File: config.mk
export PLATFORM = sky130hd
export DESIGN_NAME = col_crop
export DESIGN_NICKNAME = d
export VERILOG_FILES = /design/src/rtl/col_crop.sv
export SDC_FILE = /design/constraint.sdc
export NUM_CORES = 1
export LEC_CHECK = 0
export BUFFER_PORTS_ARGS = -buffer_cell sky130_fd_sc_hd__buf_4
export CORE_ASPECT_RATIO = 0.7
export CORE_UTILIZATION = 57
export CTS_CLUSTER_SIZE = 30
export DETAILED_ROUTE_END_ITERATION = 8
export PLACE_DENSITY = 0.84
export REMOVE_ABC_BUFFERS = 1
export SLEW_MARGIN = 40
export SYNTH_ARGS = -nofsm -noshare
export SYNTH_HDL_FRONTEND = slang
export SYNTH_SLANG_ARGS = --single-unit
File: constraint.sdc
create_clock -name clk -period 2.2 [get_ports clk]
set_input_delay 0.44 -clock clk [delete_from_list [all_inputs] [get_ports clk]]
set_output_delay 0.44 -clock clk [all_outputs]
set_load 0.005 [all_outputs]
File: src/rtl/col_crop.sv
// Column crop: drops LEFT_PAD leading and RIGHT_PAD trailing beats of every row.
// Define COL_CROP_LEN_CHECK_EN to build the sticky short-row / width-mismatch flag.
module col_crop #(
    parameter int TUSER_WIDTH = 5,
    parameter int TDEST_WIDTH = 2,
    parameter int TDATA_WIDTH = 8,
    parameter int LEFT_PAD    = 2,
    parameter int RIGHT_PAD   = 2
) (
    input  logic                   clk,
    input  logic                   rst,
    input  logic [TUSER_WIDTH-1:0] s_axis_tuser,
    input  logic [TDEST_WIDTH-1:0] s_axis_tdest,
    input  logic                   s_axis_tvalid,
    output logic                   s_axis_tready,
    input  logic                   s_axis_tlast,
    input  logic [TDATA_WIDTH-1:0] s_axis_tdata,
    output logic [TUSER_WIDTH-1:0] m_axis_tuser,
    output logic [TDEST_WIDTH-1:0] m_axis_tdest,
    output logic                   m_axis_tvalid,
    input  logic                   m_axis_tready,
    output logic                   m_axis_tlast,
    output logic [TDATA_WIDTH-1:0] m_axis_tdata,
    output logic                   err_short_row
);

    localparam int D  = RIGHT_PAD + 1;
    localparam int OW = $clog2(D + 1);
    localparam int EW = TDATA_WIDTH + TUSER_WIDTH + TDEST_WIDTH;
    localparam logic [OW-1:0] OCC_FULL = OW'(D);
    localparam logic [3:0]    HEAD_END = 4'(LEFT_PAD);

    typedef enum logic [1:0] {
        S_HEAD,
        S_BODY,
        S_TAIL
    } state_t;

    // With no leading pad the head phase has nothing to drop.
    localparam state_t S_START = (LEFT_PAD == 0) ? S_BODY : S_HEAD;

    state_t                 state;
    state_t                 state_nxt;
    logic [3:0]             head_cnt;
    logic [3:0]             head_nxt;
    logic [OW-1:0]          occ;
    logic [OW-1:0]          occ_nxt;
    logic [OW-1:0]          wr_idx;
    logic [TUSER_WIDTH-1:0] acc;
    logic [TUSER_WIDTH-1:0] acc_nxt;
    logic [EW-1:0]          mem     [D];
    logic [EW-1:0]          mem_nxt [D];
    logic [EW-1:0]          in_entry;

    logic full;
    logic accept;
    logic emit;
    logic push;
    logic pop;
    logic tail_short;
    logic row_done;
    logic flush;

    assign full = (occ == OCC_FULL);

    always_comb begin
        s_axis_tready = 1'b0;
        m_axis_tvalid = 1'b0;
        m_axis_tlast  = 1'b0;
        unique case (state)
            S_HEAD: begin
                s_axis_tready = !rst;
            end
            S_BODY: begin
                s_axis_tready = !rst && (!full || m_axis_tready);
                m_axis_tvalid = full;
            end
            S_TAIL: begin
                m_axis_tvalid = full;
                m_axis_tlast  = full;
            end
            default: ;
        endcase
    end

    assign accept     = s_axis_tvalid && s_axis_tready;
    assign emit       = m_axis_tvalid && m_axis_tready;
    assign push       = accept && (state == S_BODY);
    assign pop        = emit && (state == S_BODY);
    assign tail_short = (state == S_TAIL) && !full;
    assign row_done   = emit && (state == S_TAIL);
    assign flush      = row_done || tail_short;

    // Any start-of-frame seen on a dropped head beat rides on the first kept beat.
    assign in_entry = {s_axis_tdata, s_axis_tuser | acc, s_axis_tdest};
    assign wr_idx   = pop ? occ - 1'b1 : occ;

    always_comb begin
        state_nxt = state;
        head_nxt  = head_cnt;
        acc_nxt   = acc;
        unique case (state)
            S_HEAD: begin
                if (accept) begin
                    if (s_axis_tlast) begin
                        head_nxt = '0;
                        acc_nxt  = '0;
                    end else begin
                        head_nxt = head_cnt + 4'd1;
                        acc_nxt  = acc | s_axis_tuser;
                        if (head_cnt + 4'd1 == HEAD_END) begin
                            state_nxt = S_BODY;
                        end
                    end
                end
            end
            S_BODY: begin
                if (push) begin
                    acc_nxt = '0;
                    if (s_axis_tlast) begin
                        state_nxt = S_TAIL;
                    end
                end
            end
            S_TAIL: begin
                if (flush) begin
                    state_nxt = S_START;
                    head_nxt  = '0;
                end
            end
            default: state_nxt = S_START;
        endcase
    end

    always_comb begin
        occ_nxt = occ;
        if (flush) begin
            occ_nxt = '0;
        end else if (push && !pop) begin
            occ_nxt = occ + 1'b1;
        end else if (pop && !push) begin
            occ_nxt = occ - 1'b1;
        end
    end

    always_comb begin
        for (int i = 0; i < D; i++) begin
            mem_nxt[i] = mem[i];
        end
        if (pop) begin
            for (int i = 0; i < D - 1; i++) begin
                mem_nxt[i] = mem[i+1];
            end
        end
        if (push) begin
            for (int i = 0; i < D; i++) begin
                if (OW'(i) == wr_idx) begin
                    mem_nxt[i] = in_entry;
                end
            end
        end
    end

    always_ff @(posedge clk) begin
        if (rst) begin
            state    <= S_START;
            head_cnt <= '0;
            occ      <= '0;
            acc      <= '0;
            for (int i = 0; i < D; i++) begin
                mem[i] <= '0;
            end
        end else begin
            state    <= state_nxt;
            head_cnt <= head_nxt;
            occ      <= occ_nxt;
            acc      <= acc_nxt;
            for (int i = 0; i < D; i++) begin
                mem[i] <= mem_nxt[i];
            end
        end
    end

    assign m_axis_tdata = mem[0][EW-1 -: TDATA_WIDTH];
    assign m_axis_tuser = mem[0][TDEST_WIDTH +: TUSER_WIDTH];
    assign m_axis_tdest = mem[0][TDEST_WIDTH-1:0];

`ifdef COL_CROP_LEN_CHECK_EN
    logic [15:0] body_cnt;
    logic [15:0] ref_cnt;
    logic        ref_vld;
    logic        err_q;
    logic        short_row;

    assign short_row = (accept && (state == S_HEAD) && s_axis_tlast) || tail_short;

    // Pushed-beat count per row; kept width differs from it by the constant RIGHT_PAD.
    always_ff @(posedge clk) begin
        if (rst) begin
            body_cnt <= '0;
            ref_cnt  <= '0;
            ref_vld  <= 1'b0;
            err_q    <= 1'b0;
        end else begin
            if (push && body_cnt != 16'hFFFF) begin
                body_cnt <= body_cnt + 16'd1;
            end
            if (row_done || short_row) begin
                body_cnt <= '0;
            end
            if (row_done) begin
                if (!ref_vld) begin
                    ref_cnt <= body_cnt;
                    ref_vld <= 1'b1;
                end else if (ref_cnt != body_cnt) begin
                    err_q <= 1'b1;
                end
            end
            if (short_row) begin
                err_q <= 1'b1;
            end
        end
    end

    assign err_short_row = err_q;
`else
    assign err_short_row = 1'b0;
`endif

endmodule
==> qor.yml, run 1 <==
synth:
  synth_area_leaders: "dfxtp_1 (41%), mux2i_1 (15%), a211oi_1 (8.6%), nor2_1 (5.3%), ha_1 (4.5%)"
  ys_warn_count: 0
  synth_edf_count: 0
  netlist.area_leader.share_pct: 41.4
  avgSynthCellArea_sq_um: 9.29
  async_reset_ff_share_pct: 0
  synth_cell_types: 35
  ys_ff_latch: 58
  syn_inst: 302
  yosys.area.top_type: "dfxtp_1"
  ys.flop_type: "dfxtp_1"
  ys_seq_area_share_pct: 41.4
  syn_area_sq_mm: 0.00281
setup_path:
  crit_path_end_kind: "register"
  rr_worst_depth: 7
  cp_max_fo: 15
  start_kind: "register"
  critPathLaunch: "state[1]"
  arrival_ns: 2.25
  worst-setup-path-type: "register to register"
  reg2reg_setup_slack_ns: 0.15
  cp-endpoint: "mem[0][34]"
  required_ns: 2.40
  r2r_start: "state[1]"
  critPathMaxStageDelay_ns: 0.36
  critPathSlowestCell: "mux2i_4"
  timing.rr.end: "mem[0][34]"
  path_cells: "inv_1, ha_1, nand4_2, mux2i_4, nand2_4, nor3_1, nor3_1"
  crit_path_frequent_cell: "nor3_1"
min_path:
  min_path_type: "input port to register"
die:
  io_pins: 39
  die-height_um: 60.7
  dieArea_sq_mm: 0.00521
  start_util_pct: 62.0
  die_x_um: 85.9
  row_count: 20
  coreArea_sq_mm: 0.00453
global_route:
  antenna_found_initial: 0
  grt_max_degree: 55
  met2_usage_pct: 40.0
  grtUsageTotal_pct: 24.8
  top_usage_layer: "met2"
  gr-total-overflow: 0
  met3_usage_pct: 10.3
  grt_pass1_vias: 2111
  met1_usage_pct: 31.1
  grt_pass1_wl_mm: 9.61
power_and_ir_drop:
  p_int_w: 0.00164
  p_per_area_mw_per_mm2: 647
  combPwrFrac_pct: 4.6
  clkPwrFrac_pct: 44.5
  power_frac_seq_pct: 50.9
  leakage_nw: 1.56
  p_sw_w: 0.000448
  p_sw_share_pct: 21.4
  ir_drop_v: 0.000437
layout:
  layout_commonest_cell: "dfxtp_1"
  syn_to_final_growth_pct: 15.2
  drive_gt1_share_pct: 19.7
  nets: 356
  mostFrequentLayoutCells: "dfxtp_1 (58), buf_4 (45), mux2i_1 (42)"
  diodes: 0
  fillers: 347
  finalNonFillerCells: 396
timing:
  skew_ns: 0.00627
  timing.fmax_mhz: 488
  finalCritPeriodShare_pct: 93.1
  finalSetupViolations: 0
  fin_crit_ns: 2.05
  tightest_slew_ns: 0.552
  maxSlewHeadroom_pct: 63.2
  drv_slew: 0
  holdWs_ns: 0.352
  rsz0062_at_grt: "no"
  hold_viol: 0
route:
  vias: 2159
  firstDrtPassIters: 4
  ant_nets: 0
  routed_wl_mm: 5.68
  route.detailed.drc: 0
  viasPerCell: 5.45
  drt-initial-drc-count: 153
  wl_per_cell_um: 14.3
cts:
  cts_made_buffers: 9
  clk_pin_slew_worst_paths_ns: 0.06
  postCtsSetupBuffers: 0
  cts_max_level: 3
  root_buffer: "clkbuf_8"
  clkSinkCount: 58
  cts_buffer_depth: 2
  cts_tree: "yes"
  cts-resized-gates: 0
  insertion_delay_ns: 0.34
  cts_hold_buf: 0
placed_design:
  dp_cells: 381
  place.port_buffers: 37
  dp_hpwl_mm: 3.84
  place_congestion: 0.873
job:
  drv_cap: 0
outcome:
  status: "finished, final reports clean"
## power by group through the flow
| stage | combinational (W) | clock [W] | sequential, W |
|---|---|---|---|
| floorplan | 0.0000294 | 0 | 0.00109 |
| global placement | 0.0000947 | 0 | 0.00109 |
| detailed placement | 0.0000952 | 0 | 0.00109 |
| CTS | 0.0000957 | 0.000955 | 0.00106 |
| global route | 0.000106 | 0.00101 | 0.00107 |
| finish | 0.0000967 | 0.000931 | 0.00106 |
## cell type report
type | count | area (sq um) | share of cell area (%)
multi-input combinational | 204 | 1420 | 43.9
sequential | 58 | 1160 | 35.9
timing repair buffer | 46 | 358 | 11.1
clock buffer | 12 | 145 | 4.49
tap | 66 | 82.6 | 2.55
clock inverter | 3 | 40.0 | 1.24
inverter | 7 | 26.3 | 0.812
## flip-flops by register name, summed over array words and instances, names as in the netlist
signal    cells
occ           2
mem          45
state         2
acc           5
head_cnt      4
## metal layers
metal	wire length, um	up-vias	part of all wire, %
met1	2860	1003	50
met4	43	0	0.76
met3	261	7	4.6
met5	0	-	0
met2	2510	47	44
li1	-	1102	-
## logic make-up (layout without fill, tap and decap cells)
kind of cell               Yosys count  after routing  synth area share (%)
xor gates and xnor gates             3              3                 0.936
buffers and inverters               40             68                  8.20
AOI/OAI and AO/OA                   57             57                  13.9
other                                1              1                 0.134
and+or+nand+nor                     90             90                  15.2
adders and majority gates           10             10                  4.46
DFF                                 58             58                  41.4
muxes                               43             43                  15.8
## critical path: cells and delay by family, from the launching register on
kind / cells / cell delay (ns)
buffers and inverters: 1 / 0.11
adders and majority gates: 1 / 0.30
muxes: 1 / 0.36
and+or+nand+nor: 4 / 0.80
DFF: 1 / 0.34
## worst min path at each step
stage | start | endpoint | depth (start not counted)
detailed placement | mem[0][37] | mem[0][37] | 2
global placement | mem[0][42] | mem[0][42] | 2
floorplan | mem[0][30] | mem[0][30] | 2
global route | s_axis_tuser[4] | acc[4] | 3
finish | s_axis_tdest[0] | mem[0][30] | 3
CTS | s_axis_tdest[0] | mem[0][30] | 3
## per-stage QoR
stage	total power (W)	utilization, %	worst slack (ns)	TNS (ns)	instance area (sq um)
5_1_grt	0.00219	71.4	0.00920	0	3230
3_5_place_dp	0.00118	67.2	0.168	0	3040
2_1_floorplan	0.00112	-	-0.454	-7.19	2600
4_1_cts	0.00212	71.3	0.152	0	3230
6_report	0.00209	71.4	0.151	0	3230
3_3_place_gp	0.00118	67.2	0.243	0	3040
## cell usage after synthesis (2+ instances only)
master / instances
dfxtp_1: 58
mux2i_1: 42
nor2_1: 40
a211oi_1: 32
nor3_1: 22
a21oi_1: 16
buf_4: 16
buf_2: 10
ha_1: 10
nand2_1: 9
inv_1: 7
clkbuf_1: 6
nand2b_1: 6
and2_1: 4
o21ai_0: 3
xor2_1: 2
Note: power is estimated with default switching activity, not from simulation.
==> inputs of run 2 (changes only) <==
--- a/config.mk
+++ b/config.mk
@@ -8,6 +8,7 @@
 export BUFFER_PORTS_ARGS = -buffer_cell sky130_fd_sc_hd__buf_4
 export CORE_ASPECT_RATIO = 0.7
 export CORE_UTILIZATION = 57
+export CTS_BUF_LIST = sky130_fd_sc_hd__clkbuf_16
 export CTS_CLUSTER_SIZE = 30
 export DETAILED_ROUTE_END_ITERATION = 8
 export PLACE_DENSITY = 0.84
==> qor.yml, run 2 (synthesis results as in run 1) <==
die:
  row_count: 20  # unchanged
  die-height_um: 60.7  # unchanged
  dieArea_sq_mm: 0.00521  # unchanged
  coreArea_sq_mm: 0.00453  # unchanged
  io_pins: 39  # unchanged
  start_util_pct: 62.0  # unchanged
  die_x_um: 85.9  # unchanged
route:
  drt-initial-drc-count: 160  # +4.6%
  ant_nets: 0  # unchanged
  wl_per_cell_um: 14.4  # +0.56%
  routed_wl_mm: 5.71  # +0.56%
  route.detailed.drc: 0  # unchanged
  viasPerCell: 5.47  # +0.42%
  vias: 2168  # +0.42%
  firstDrtPassIters: 4  # unchanged
job:
  drv_cap: 0  # unchanged
timing:
  drv_slew: 0  # unchanged
  skew_ns: 0.00526  # -0.00101 ns
  fin_crit_ns: 2.05  # -0.00332 ns
  holdWs_ns: 0.368  # +0.0155 ns
  tightest_slew_ns: 0.558  # +0.00603 ns
  timing.fmax_mhz: 489  # +0.16%
  finalSetupViolations: 0  # unchanged
  finalCritPeriodShare_pct: 93.0  # -0.15 points
  maxSlewHeadroom_pct: 62.8  # -0.40 points
  hold_viol: 0  # unchanged
  rsz0062_at_grt: "no"
  setup_tns_ns: 0  # unchanged
power_and_ir_drop:
  p_sw_share_pct: 20.4  # -1.0 points
  p_per_area_mw_per_mm2: 735  # +14%
  power_frac_seq_pct: 43.5  # -7.4 points
  p_int_w: 0.00195  # +19%
  ir_drop_v: 0.000564  # +29%
  leakage_nw: 1.62  # +3.9%
  combPwrFrac_pct: 4.0  # -0.6 points
  p_sw_w: 0.000501  # +12%
  clkPwrFrac_pct: 52.5  # +8.0 points
cts:
  clkSinkCount: 58  # unchanged
  clk_pin_slew_worst_paths_ns: 0.05  # about the same
  cts_tree: "yes"
  root_buffer: "clkbuf_16"
  cts_hold_buf: 0  # unchanged
  cts_made_buffers: 9  # unchanged
  insertion_delay_ns: 0.32  # -0.02 ns
  cts_buffer_depth: 2  # unchanged
  cts_max_level: 3  # unchanged
global_route:
  grt_pass1_vias: 2054  # -2.7%
  grt_pass1_wl_mm: 9.63  # +0.15%
  antenna_found_initial: 0  # unchanged
  grtUsageTotal_pct: 24.9  # +0.18 points
  gr-total-overflow: 0  # unchanged
  grt_max_degree: 55  # unchanged
placed_design:
  place_congestion: 0.873  # unchanged
  dp_hpwl_mm: 3.84  # unchanged
  place.port_buffers: 37  # unchanged
layout:
  largest_register_ffs: 45  # unchanged
  nets: 356  # unchanged
  mostFrequentLayoutCells: "dfxtp_1 (58), buf_4 (45), mux2i_1 (42)"
  diodes: 0  # unchanged
  top_register: "mem"
  drive_gt1_share_pct: 19.7  # unchanged
  syn_to_final_growth_pct: 18.9
  layout_commonest_cell: "dfxtp_1"
  reg_top3: "mem x45, acc x5, head_cnt x4"
setup_path:
  arrival_ns: 2.23  # -0.02 ns
  start_kind: "register"
  worst-setup-path-type: "register to register"
  cp_max_fo: 15  # unchanged
  crit_path_end_kind: "register"
  required_ns: 2.39  # about the same
  path_cells: "ha_1, nand2b_1, o211a_1, buf_4, nand2_4, mux2i_1, nor2_1"
  critPathSlowestCell: "dfxtp_1"
  critPathMaxStageDelay_ns: 0.43  # +0.07 ns
min_path:
  min_path_type: "input port to register"
outcome:
  status: "finished, final reports clean"
==> run 2: changes by cell type in the layout (fill, tap and decap cells not counted), sizes merged <==
cell / change
clkbuf: -3
clkinv: +1
inv: +2
==> run 2: worst max-delay path: cells and delay by family, from the launching register on <==
family                   cells  cell delay (ns)
buffers and inverters        1             0.19
multiplexers                 1             0.26
flip-flops                   1             0.43
adder cells (fa/ha/maj)      1             0.33
AND/OR/NAND/NOR              3             0.40
AO/OA/AOI/OAI                1             0.30
==> run 2: power by group through the flow <==
stage / clock (W) / sequential [W] / combinational (W)
after detailed placement: 0 / 0.00109 / 0.0000952
after global placement: 0 / 0.00109 / 0.0000947
after global routing: 0.00137 / 0.00107 / 0.000108
after CTS: 0.00132 / 0.00107 / 0.0000956
after floorplan: 0 / 0.00109 / 0.0000294
final: 0.00129 / 0.00107 / 0.0000973
==> run 2: final cells by class <==
cell class / count / area [sq um]
inverters: 7 / 26.3
repair buffers: 46 / 358
multi-input cells: 204 / 1430
clock buffers: 9 / 225
well taps: 66 / 82.6
fillers: 334 / 1190
flip-flops and latches: 58 / 1160
clock inverters: 6 / 51.3
==> run 2: routing by layer <==
layer / vias to the layer above / track usage [%] / share of wire (%)
met1: 1004 / 32.5 / 50
li1: 1105 / - / -
met3: 4 / 10.2 / 5.7
met4: 0 / 7.14 / 0.61
met5: - / 0 / 0
met2: 55 / 38.7 / 43
==> run 2: metrics by stage <==
step                instance area, sq um  power, W  cells  setup WS [ns]  util [%]
floorplan                           2600   0.00112    269         -0.454         -
global placement                    3040   0.00118    381          0.243      67.2
detailed placement                  3040   0.00118    381          0.168      67.2
CTS                                 3320   0.00248    396          0.139      73.3
global route                        3340   0.00255    396        0.00500      73.7
finish                              3340   0.00245    396          0.154      73.7
==> run 2: path summary, 6_finish.rpt <==
kind                   start    endpoint  slack [ns]  cells past startpoint
min          s_axis_tdest[0]  mem[0][30]        0.37                      3
min reg2reg       mem[0][37]  mem[0][37]        0.49                      2
max                   occ[0]  mem[0][40]        0.15                      7
max reg2reg           occ[0]  mem[0][40]        0.15                      7
==> run 2: what timing repair did <==
item,4_1_cts,5_1_grt
resized for setup,0,3
buffers inserted,0,0
endpoints found under the setup margin,0,2
